--- config.mk ---
export PLATFORM = sky130hd
export DESIGN_NAME = trap_unit
export DESIGN_NICKNAME = d
export VERILOG_FILES = /design/src/rtl/trap_unit_pkg.sv /design/src/rtl/trap_unit_prio_enc.sv /design/src/rtl/trap_unit.sv
export SDC_FILE = /design/constraint.sdc
export NUM_CORES = 1
export LEC_CHECK = 0
export CORE_MARGIN = 5
export CORE_UTILIZATION = 42
export DETAILED_ROUTE_END_ITERATION = 6
export PLACE_DENSITY = 0.82
export SETUP_SLACK_MARGIN = 0.3
export SYNTH_ARGS = -nofsm -noshare
export SYNTH_HDL_FRONTEND = slang
export SYNTH_HIERARCHICAL = 1
export SYNTH_SLANG_ARGS = --single-unit
--- constraint.sdc ---
create_clock -name clk -period 3.2 [get_ports clk]
set_input_delay 0.64 -clock clk [delete_from_list [all_inputs] [get_ports clk]]
set_output_delay 0.64 -clock clk [all_outputs]
set_load 0.02 [all_outputs]
--- src/rtl/trap_unit_pkg.sv ---
// Shared CSR definitions: CSR op codes, mcause codes, trap-valid bit index
// and flush encodings used by the trap unit and the CSR handler.
package trap_unit_pkg;

  typedef enum logic [1:0] {
    CSR_OP_NONE,
    CSR_OP_RW,
    CSR_OP_RS,
    CSR_OP_RC
  } csr_op_e;

  localparam logic [4:0] CAUSE_INST_MISALIGNED  = 5'd0;
  localparam logic [4:0] CAUSE_ILLEGAL          = 5'd2;
  localparam logic [4:0] CAUSE_BREAKPOINT       = 5'd3;
  localparam logic [4:0] CAUSE_LOAD_MISALIGNED  = 5'd4;
  localparam logic [4:0] CAUSE_STORE_MISALIGNED = 5'd6;

  localparam int unsigned TRAP_VALID_BIT = 5;

  localparam logic [1:0] FLUSH_NONE = 2'b00;
  localparam logic [1:0] FLUSH_ALL  = 2'b11;

  typedef enum logic [1:0] {
    STAGE_NONE,
    STAGE_IF,
    STAGE_ID,
    STAGE_MEM
  } trap_stage_e;

  typedef enum logic {
    ST_IDLE,
    ST_FLUSH
  } trap_state_e;

endpackage

--- src/rtl/trap_unit_prio_enc.sv ---
// Combinational priority encoder: picks the oldest pending exception
// (MEM > ID > IF) and reports its stage and mcause code.
module trap_prio_enc
  import trap_unit_pkg::*;
(
  input  logic        mem_load_mis,
  input  logic        mem_store_mis,
  input  logic        id_illegal,
  input  logic        id_ebreak,
  input  logic        if_misaligned,
  output logic        valid,
  output trap_stage_e stage,
  output logic [4:0]  cause
);

  always_comb begin
    valid = 1'b0;
    stage = STAGE_NONE;
    cause = '0;
    if (mem_load_mis) begin
      valid = 1'b1;
      stage = STAGE_MEM;
      cause = CAUSE_LOAD_MISALIGNED;
    end else if (mem_store_mis) begin
      valid = 1'b1;
      stage = STAGE_MEM;
      cause = CAUSE_STORE_MISALIGNED;
    end else if (id_illegal) begin
      valid = 1'b1;
      stage = STAGE_ID;
      cause = CAUSE_ILLEGAL;
    end else if (id_ebreak) begin
      valid = 1'b1;
      stage = STAGE_ID;
      cause = CAUSE_BREAKPOINT;
    end else if (if_misaligned) begin
      valid = 1'b1;
      stage = STAGE_IF;
      cause = CAUSE_INST_MISALIGNED;
    end
  end

endmodule

--- src/rtl/trap_unit.sv ---
// Trap unit: selects the oldest synchronous exception, issues a one-cycle
// trap request to the CSR handler and holds a full flush for FLUSH_CYCLES.
module trap_unit
  import trap_unit_pkg::*;
#(
  parameter int unsigned FLUSH_CYCLES = 2
) (
  input  logic        clk,
  input  logic        rst,
  input  logic        stall,
  input  logic [31:0] if_pc,
  input  logic        if_misaligned,
  input  logic [31:0] id_pc,
  input  logic        id_illegal,
  input  logic        id_ebreak,
  input  logic [31:0] mem_pc,
  input  logic [31:0] mem_addr,
  input  logic        mem_load_mis,
  input  logic        mem_store_mis,
  output logic [5:0]  trap_id,
  output logic [31:0] trap_pc,
  output logic [31:0] trap_tval,
  output logic [1:0]  flush,
  output logic        busy,
  output logic [31:0] trap_count
);

  logic        enc_valid;
  trap_stage_e enc_stage;
  logic [4:0]  enc_cause;

  trap_prio_enc u_prio_enc (
    .mem_load_mis  (mem_load_mis),
    .mem_store_mis (mem_store_mis),
    .id_illegal    (id_illegal    & ~stall),
    .id_ebreak     (id_ebreak     & ~stall),
    .if_misaligned (if_misaligned & ~stall),
    .valid         (enc_valid),
    .stage         (enc_stage),
    .cause         (enc_cause)
  );

  trap_state_e state_q, state_d;
  logic [3:0]  cnt_q, cnt_d;
  logic [5:0]  trap_id_q, trap_id_d;
  logic [31:0] trap_pc_q, trap_pc_d;
  logic [31:0] trap_tval_q, trap_tval_d;
  logic [1:0]  flush_q, flush_d;
  logic        busy_q, busy_d;
  logic [31:0] count_q, count_d;
  logic        take_trap;

  always_comb begin
    state_d     = state_q;
    cnt_d       = cnt_q;
    trap_id_d   = trap_id_q;
    trap_id_d[TRAP_VALID_BIT] = 1'b0;
    trap_pc_d   = trap_pc_q;
    trap_tval_d = trap_tval_q;
    flush_d     = flush_q;
    busy_d      = busy_q;
    count_d     = count_q;
    take_trap   = 1'b0;

    case (state_q)
      ST_IDLE: take_trap = enc_valid;
      ST_FLUSH: begin
        // Last flush cycle doubles as the accept slot, so back-to-back traps
        // keep flush continuously asserted.
        if (cnt_q == '0) begin
          state_d   = ST_IDLE;
          flush_d   = FLUSH_NONE;
          busy_d    = 1'b0;
          take_trap = enc_valid;
        end else begin
          cnt_d = cnt_q - 4'd1;
        end
      end
      default: state_d = ST_IDLE;
    endcase

    if (take_trap) begin
      state_d   = ST_FLUSH;
      cnt_d     = 4'(FLUSH_CYCLES - 1);
      flush_d   = FLUSH_ALL;
      busy_d    = 1'b1;
      trap_id_d = {1'b1, enc_cause};
      case (enc_stage)
        STAGE_MEM: begin trap_pc_d = mem_pc; trap_tval_d = mem_addr; end
        STAGE_ID:  begin trap_pc_d = id_pc;  trap_tval_d = '0;       end
        default:   begin trap_pc_d = if_pc;  trap_tval_d = if_pc;    end
      endcase
      if (count_q != '1) count_d = count_q + 32'd1;
    end
  end

  always_ff @(posedge clk) begin
    if (rst) begin
      state_q     <= ST_IDLE;
      cnt_q       <= '0;
      trap_id_q   <= '0;
      trap_pc_q   <= '0;
      trap_tval_q <= '0;
      flush_q     <= FLUSH_NONE;
      busy_q      <= 1'b0;
      count_q     <= '0;
    end else begin
      state_q     <= state_d;
      cnt_q       <= cnt_d;
      trap_id_q   <= trap_id_d;
      trap_pc_q   <= trap_pc_d;
      trap_tval_q <= trap_tval_d;
      flush_q     <= flush_d;
      busy_q      <= busy_d;
      count_q     <= count_d;
    end
  end

  assign trap_id    = trap_id_q;
  assign trap_pc    = trap_pc_q;
  assign trap_tval  = trap_tval_q;
  assign flush      = flush_q;
  assign busy       = busy_q;
  assign trap_count = count_q;

endmodule

==> flow_metrics.tcl, run 1 <==
set metrics [dict create \
    finalSetupTns_ns 0 \
    worst_hold_path.endpoint "trap_pc[28]" \
    multiInputGateArea_um2 2910 \
    run_status "complete, no violations" \
    port_buffers 240 \
    synthTopCellsByArea "dfxtp_1, nand2_1, mux2i_1" \
    cp_cell_sequence "clkdlybuf4s50_1 > nor2b_2 > or4_4 > or2_1 > inv_1 > a21oi_4 > buf_4 > buf_12 > a2111oi_0" \
    dpl.hpwl_um 13200 \
    timing.rr.start "trap_count[0]" \
    clock.fmax_ghz 0.363 \
    wl_per_cell_um 17.3 \
    synth_top_area_share 0.403 \
    drive_above_1_share 0.0770 \
    synth_edf_count 0 \
    path_delay_family "buffers and inverters" \
    place_inst 1010 \
    async_reset_ff_frac 0 \
    die_y_um 123 \
    clkSinkCount 108 \
    grt_use_met2 0.399 \
    final_util 0.657 \
    place.gp.congestion 0.837 \
    grt_pass1_wl_um 26900 \
    yosysTopAreaCell "dfxtp_1" \
    ys_top_cells_by_count "dfxtp_1, nand2_1, a21oi_1" \
    path_buf_inv 4 \
    postSynthCellCount 642 \
    arrival_ns 3.00 \
    chipWidth_um 123 \
    leakage_nw 3.11 \
    numCtsBuffers 9 \
    drv_cap 0 \
    max_stage_delay_ns 0.54 \
    ys.flop_type "dfxtp_1" \
    dr.pass1.iters 7 \
    syn2layout_area_growth_pct 54.0 \
    rsz0062_at_grt "false" \
    nFillCells 1076 \
    drt-initial-drc-count 465 \
    num_rows 41 \
    synth_most_common_cell "dfxtp_1" \
    finalInstanceArea_um2 8260 \
    grt_pass1_vias 5195 \
    fin_skew_ns 0.0100 \
    reg2reg_slack_ns 0.78 \
    syn_area_per_cell_um2 8.35 \
    place_area_um2 7890 \
    crit_path_max_fanout 68 \
    hold_depth 2 \
    ff_latch_area_um2 2160 \
    ios 241 \
    vias 5615 \
    critPathKind "in -> reg" \
    ys_seq_area_frac 0.403 \
    syn_area_um2 5360 \
    diodes 0 \
    wl_um 17800 \
    busiest_layer "met2" \
    yosys_warnings 6 \
    reg2regPathDepth 7 \
    start_util 0.427 \
    min_period_ns 2.76 \
    critPathCaptureType "flip-flop" \
    grt_max_degree 69 \
    path_clk_slew_ns 0.07 \
    tightest_slew_ns 0.663 \
    slew_violations 0 \
    overflow 0 \
    hold_path_class "reg -> reg" \
    power.density_nw_per_um2 453 \
    remaining_drc_errors 0 \
    cts_tree "done" \
    post-route-period-util 0.862 \
    grtUsageMet3 0.0823 \
    grt.total_usage 0.228 \
    use_met1 0.258 \
    dieArea_um2 15100 \
    stdcell_count 1029 \
    clock_path_buffers 2 \
    r2r_end "trap_count[8]" \
    ys_types 54 \
    root_buffer "clkbuf_16" \
    hold_viol 0 \
    slew_headroom 0.555 \
    ir_drop_mv 0.281 \
    power_w 0.00374 \
    htree_levels 3 \
    insertion_delay_ns 0.36 \
    critPathRequiredTime_ns 3.44 \
    setup_viol 0 \
    layout.nets 990 \
    hp-start "trap_pc[28]" \
    antenna_found_initial 0 \
    postRouteAntennaNets 0 \
    vias_per_cell 5.46 \
    slowest_stage "or4_4" \
    startpoint_type "primary input" \
    ys_ff_latch 108 \
    coreArea_um2 12600 \
]
how the worst max path moves through the flow:
stage / cells past startpoint / startpoint / end
6_report: 9 / stall / cnt_q[1]
5_1_grt: 10 / stall / trap_count[20]
4_1_cts: 10 / id_illegal / trap_count[16]
3_5_place_dp: 10 / id_illegal / trap_count[16]
3_3_place_gp: 10 / id_illegal / trap_count[26]
2_1_floorplan: 8 / id_ebreak / trap_count[0]
registers in the layout, indices dropped and copies added, names as in the netlist:
name,flops
cnt_q,4
flush,1
state_q,1
trap_count,32
trap_id,6
trap_pc,32
trap_tval,32
worst min-delay path: cells and delay by family (launching register included):
kind / cells / cell delay, ns
AO/OA/AOI/OAI: 1 / 0.05
flip-flops: 1 / 0.31
AND/OR/NAND/NOR: 1 / 0.05
per-layer routing:
layer	up-vias	wire, µm
met1	2597	6650
met5	-	0
met4	0	497
met3	29	1660
li1	2763	-
met2	226	9020
logic make-up (layout without fill, tap and decap cells):
kind of cell,Yosys count,in the layout,synth area share
DFF,108,108,0.403
adders and majority gates,2,2,0.00466
and+or+nand+nor,269,269,0.256
buffers and inverters,67,281,0.0572
other,1,2,0.000699
muxes,41,41,0.0835
xor gates and xnor gates,2,2,0.00327
AOI/OAI and AO/OA,152,152,0.192
placed cells by master (no fill, tap or decap), drive strengths merged, types with 6 or more instances in the layout:
cell	n
a21oi	59
a221oi	32
buf	19
clkbuf	11
clkdlybuf4s50	239
dfxtp	108
inv	8
mux2	9
mux2i	32
nand2	94
nand3	10
nand4	13
nor2	50
nor2b	13
nor3	43
nor3b	6
nor4	8
o211ai	32
o21ai	8
o31ai	11
or3	7
or4	13
where the power goes:
group          switching (W)  internal (W)
Sequential         0.0000609       0.00145
Clock               0.000505      0.000790
Combinational       0.000464      0.000475
through the flow:
stage               setup slack (ns)  hold WS (ns)
finish                         0.443         0.455
global route                   0.308         0.474
CTS                            0.390         0.455
detailed placement            0.0146         0.445
global placement               0.126         0.440
floorplan                      0.635         0.466
layout make-up:
type                            count  area share
Clock inverter                      5      0.0129
Inverter                            7     0.00318
Tap cell                          172      0.0260
Clock buffer                       11      0.0294
Timing Repair Buffer              258       0.314
Sequential cell                   108       0.262
Multi-Input combinational cell    468       0.353
repair_timing:
item                                    in CTS  in global routing
endpoints found under the setup margin       0                 10
gates resized for setup                      0                  1
hold buffers                                 0                  0
buffers inserted                             0                  3
No activity file was read; power rests on OpenSTA's default activity.
==> inputs of run 2 (changes only) <==
Settings changed: CORE_UTILIZATION 42 to 25, PLACE_DENSITY 0.82 to 0.54.
==> flow_metrics.tcl, run 2 (synthesized netlist as in run 1, its figures left out) <==
set metrics [dict create \
    cts_tree "done" \
    coreArea_um2 21100 \
    htree_levels 3 \
    hold_viol 0 \
    power_frac_comb 0.261 \
    sw_frac_of_total 0.297 \
    nFillCells 2204 \
    remaining_drc_errors 0 \
    critPathRequiredTime_ns 3.47 \
    port_buffers 240 \
    overflow 0 \
    arrival_ns 2.91 \
    start_util 0.254 \
    rsz0062_at_grt "false" \
    cp_cell_sequence "clkdlybuf4s50_1 > nor2b_1 > or4_4 > or2_1 > inv_1 > a21oi_4 > buf_4 > nand4_1 > or4_1 > a21oi_1" \
    slew_violations 0 \
    dr.pass1.iters 4 \
    mostFrequentLayoutCells "clkdlybuf4s50_1, dfxtp_1, nand2_1, a21oi_1, nor2_1" \
    grt_pass1_wl_um 29500 \
    leakage_nw 3.09 \
    slowest_stage "clkdlybuf4s50_1" \
    crit_path_max_fanout 15 \
    setup_viol 0 \
    fin_skew_ns 0.00796 \
    ir_drop_mv 0.216 \
    dieArea_um2 24500 \
    startpoint_type "primary input" \
    slew_headroom 0.401 \
    p_seq_frac 0.416 \
    power_frac_clock 0.323 \
    place.gp.congestion 0.793 \
    insertion_delay_ns 0.35 \
    run_status "complete, no violations" \
    power.switching_w 0.00107 \
    cts.repair.resized 0 \
    min_period_ns 2.64 \
    drv_cap 0 \
    syn2layout_area_growth_pct 55.5 \
    p_int_w 0.00254 \
    drive_above_1_share 0.0737 \
    drt-initial-drc-count 223 \
    wl_um 18800 \
    grt.total_usage 0.152 \
    vias 5516 \
    final_common_cell "clkdlybuf4s50_1" \
    hp-start "trap_id[4]" \
    antenna_found_initial 0 \
    hold_path_class "reg -> reg" \
    post-route-period-util 0.824 \
    die_y_um 156 \
    power.density_nw_per_um2 433 \
    grt_max_degree 82 \
    numCtsBuffers 9 \
    critPathCaptureType "flip-flop" \
    chipWidth_um 156 \
    grt_pass1_vias 5345 \
    root_buffer "clkbuf_16" \
    stdcell_count 1131 \
    postRouteAntennaNets 0 \
    cts_setup_buffers 0 \
    wl_per_cell_um 16.6 \
    layout.nets 988 \
    clock.fmax_ghz 0.379 \
    place_inst 1114 \
    max_stage_delay_ns 0.44 \
    holdBufCountCts 0 \
    hold_slack_ns 0.456 \
    tightest_slew_ns 0.898 \
    num_rows 53 \
    finalSetupTns_ns 0 \
    vias_per_cell 4.88 \
    timing.rr.start "trap_count[0]" \
    clkSinkCount 108 \
    critPathKind "in -> reg" \
    path_clk_slew_ns 0.08 \
    crit_start "id_ebreak" \
    ios 241 \
    dpl.hpwl_um 13700 \
    clock_path_buffers 2 \
]
[run 2: area by class of cell]
type / count / area, µm² / share of cell area
Multi-Input combinational cell: 468 / 2910 / 0.349
Inverter: 7 / 26.3 / 0.00315
Clock inverter: 6 / 72.6 / 0.00870
Sequential cell: 108 / 2160 / 0.259
Antenna cell: 1 / 2.50 / 0.000300
Timing Repair Buffer: 256 / 2590 / 0.311
Tap cell: 275 / 344 / 0.0412
Clock buffer: 10 / 229 / 0.0274
[run 2: worst max-delay path: cells and delay by family]
kind,cells,cell delay (ns)
AO/OA/AOI/OAI,2,0.38
AND/OR/NAND/NOR,5,1.08
buffers and inverters,3,0.82
[run 2: power by group through the flow]
stage	logic, W	registers [W]	clock network, W
floorplan	0.000340	0.00165	0
global placement	0.000959	0.00153	0
detailed placement	0.000956	0.00153	0
CTS	0.000959	0.00150	0.00121
global route	0.00102	0.00152	0.00126
finish	0.000942	0.00150	0.00117
[run 2: metal layers]
metal,routed length (µm),global-route usage
met5,0,0
met4,255,0.0430
met3,2000,0.0622
met2,8810,0.247
met1,7760,0.185
[run 2: worst paths after layout]
| check | slack [ns] | end | cells past startpoint |
|---|---|---|---|
| worst max-delay path | 0.56 | trap_count[16] | 10 |
| worst min-delay path | 0.46 | trap_id[4] | 2 |
| worst max register to register | 0.83 | trap_count[25] | 7 |
| worst min register to register | 0.46 | trap_id[4] | 2 |
[run 2: per-stage QoR]
stage               worst slack [ns]   util  instance area (µm²)  total power (W)
detailed placement             0.163  0.381                 8040          0.00249
floorplan                      0.635      -                 5370          0.00199
global route                   0.365  0.395                 8340          0.00380
CTS                            0.529  0.395                 8340          0.00368
global placement               0.175  0.381                 8040          0.00249
finish                         0.564  0.396                 8340          0.00361
==> inputs of run 3 (changes only) <==
Settings changed: PLACE_DENSITY 0.54 to 0.56.
Clock period 3.2 ns to 2.2 ns, I/O delays scaled along.
==> flow_metrics.tcl, run 3 (synthesized netlist as in run 1, its figures left out) <==
set metrics [dict create \
    crit_path_max_fanout 4 \
    power.switching_w 0.00189 \
    slowest_stage "or4_1" \
    run_status "complete, no violations" \
    drv_cap 0 \
    slew_violations 0 \
    tightest_slew_ns 0.569 \
    place_area_um2 8560 \
    grt_pass1_vias 6050 \
    remaining_drc_errors 0 \
    arrival_ns 2.44 \
    startpoint_type "flip-flop" \
    grt.total_usage 0.172 \
    p_int_w 0.00411 \
    mostFrequentLayoutCells "clkdlybuf4s50_1, dfxtp_1, buf_4, nand2_1, nor2_1" \
    path_buf_inv 2 \
    vias 6106 \
    clkSinkCount 108 \
    grt_pass1_wl_um 33400 \
    final_common_cell "clkdlybuf4s50_1" \
    reg2regPathDepth 8 \
    setup_viol 0 \
    dieArea_um2 24500 \
    root_buffer "clkbuf_16" \
    hold_depth 2 \
    critPathRequiredTime_ns 2.47 \
    syn2layout_area_growth_pct 100 \
    layout.nets 1092 \
    power_frac_clock 0.292 \
    timing.rr.start "cnt_q[0]" \
    critPathKind "reg -> reg" \
    finalInstanceArea_um2 10700 \
    overflow 0 \
    max_stage_delay_ns 0.46 \
    postRouteAntennaNets 0 \
    worst_hold_path.endpoint "trap_pc[8]" \
    ios 241 \
    clock_path_buffers 2 \
    critPathCaptureType "flip-flop" \
    diodes 0 \
    num_rows 53 \
    path_delay_family "simple AND/OR/NAND/NOR gates" \
    antenna_found_initial 0 \
    hp-start "trap_pc[8]" \
    path_clk_slew_ns 0.08 \
    rsz0062_at_grt "true" \
    leakage_nw 4.40 \
    hold_slack_ns 0.456 \
    reg2reg_slack_ns 0.03 \
    wl_per_cell_um 18.6 \
    place.gp.congestion 0.799 \
    drive_above_1_share 0.351 \
    grt_max_degree 48 \
    coreArea_um2 21100 \
    dpl.hpwl_um 14900 \
    fin_skew_ns 0.0128 \
    die_y_um 156 \
    insertion_delay_ns 0.36 \
    start_util 0.254 \
    r2r_end "trap_count[11]" \
    min_period_ns 2.17 \
    drt-initial-drc-count 208 \
    slew_headroom 0.621 \
    cp_cell_sequence "inv_2 > ha_4 > or3b_4 > a21oi_4 > nand2_1 > buf_4 > or4_1 > a21oi_1" \
    wl_um 22900 \
    sw_frac_of_total 0.315 \
    hold_viol 0 \
    p_seq_frac 0.368 \
    finalSetupTns_ns 0 \
    cts_tree "done" \
    hold_path_class "reg -> reg" \
    place_inst 1154 \
    power.density_nw_per_um2 559 \
    clock.fmax_ghz 0.461 \
    chipWidth_um 156 \
    post-route-period-util 0.986 \
    vias_per_cell 4.95 \
    port_buffers 240 \
    numCtsBuffers 9 \
    holdBufCountCts 0 \
    ir_drop_mv 0.364 \
    htree_levels 3 \
    power_frac_comb 0.341 \
    dr.pass1.iters 4 \
    stdcell_count 1234 \
]
-- run 3: cell types whose count changed in the layout (fill, tap and decap cells not counted), moves of 10 or more --
| cell | before | now |
|---|---|---|
| buf_4 | 11 | 60 |
| nand2_1 | 93 | 58 |
| a221oi_1 | 32 | 0 |
| a221oi_2 | 0 | 27 |
| a21oi_1 | 58 | 32 |
| a21oi_2 | 0 | 26 |
| dfxtp_1 | 108 | 82 |
| nand2_4 | 0 | 23 |
| buf_6 | 0 | 19 |
| dfxtp_2 | 0 | 17 |
| buf_12 | 6 | 22 |
| clkdlybuf4s50_1 | 239 | 224 |
| nand2_2 | 1 | 12 |
| nor3_1 | 39 | 29 |
-- run 3: what timing repair did --
item	4_1_cts	5_1_grt
gates cloned	9	6
pin swaps	50	45
setup endpoints to repair	107	113
setup buffers	36	13
gates resized for setup	122	150
-- run 3: worst max-delay path by stage --
stage / from / endpoint / slack, ns / cells past startpoint
2_1_floorplan: id_ebreak / trap_pc[11] / 0.08 / 10
3_3_place_gp: stall / trap_count[20] / -0.59 / 10
3_5_place_dp: stall / trap_count[22] / -0.63 / 10
4_1_cts: cnt_q[0] / trap_count[16] / 0.02 / 9
5_1_grt: cnt_q[0] / trap_count[13] / -0.07 / 8
6_report: cnt_q[0] / trap_count[11] / 0.03 / 8
-- run 3: power groups by stage --
stage	Clock, W	Combinational, W	Sequential (W)
after floorplan	0	0.000556	0.00240
after global placement	0	0.00153	0.00222
after detailed placement	0	0.00153	0.00223
after CTS	0.00180	0.00181	0.00218
after global routing	0.00187	0.00218	0.00223
final	0.00175	0.00204	0.00221
-- run 3: worst reg2reg max path: stages (launching register included) --
cell and delay (ns):
dfxtp_2 0.32, inv_2 0.06, ha_4 0.13, or3b_4 0.39, a21oi_4 0.22, nand2_1 0.18, buf_4 0.19, or4_1 0.46
a21oi_1 0.14
-- run 3: metal layers --
metal	part of all wire	track usage
met3	0.079	0.0559
met1	0.42	0.212
met2	0.49	0.287
met4	0.015	0.0492
met5	0	0
-- run 3: per-stage QoR --
step | worst slack [ns] | total power, W | util
finish | 0.0308 | 0.00600 | 0.509
global route | -0.0683 | 0.00628 | 0.509
CTS | 0.0237 | 0.00579 | 0.468
detailed placement | -0.632 | 0.00376 | 0.406
global placement | -0.589 | 0.00375 | 0.406
floorplan | 0.0809 | 0.00295 | -
-- run 3: layout make-up --
class                   count  area (µm²)
clock inverters             7        90.1
fillers                  1998       10400
repair buffers            360        3980
well taps                 275         344
clock buffers               9         225
multi-input cells         468        3850
inverters                   7        28.8
flip-flops and latches    108        2220
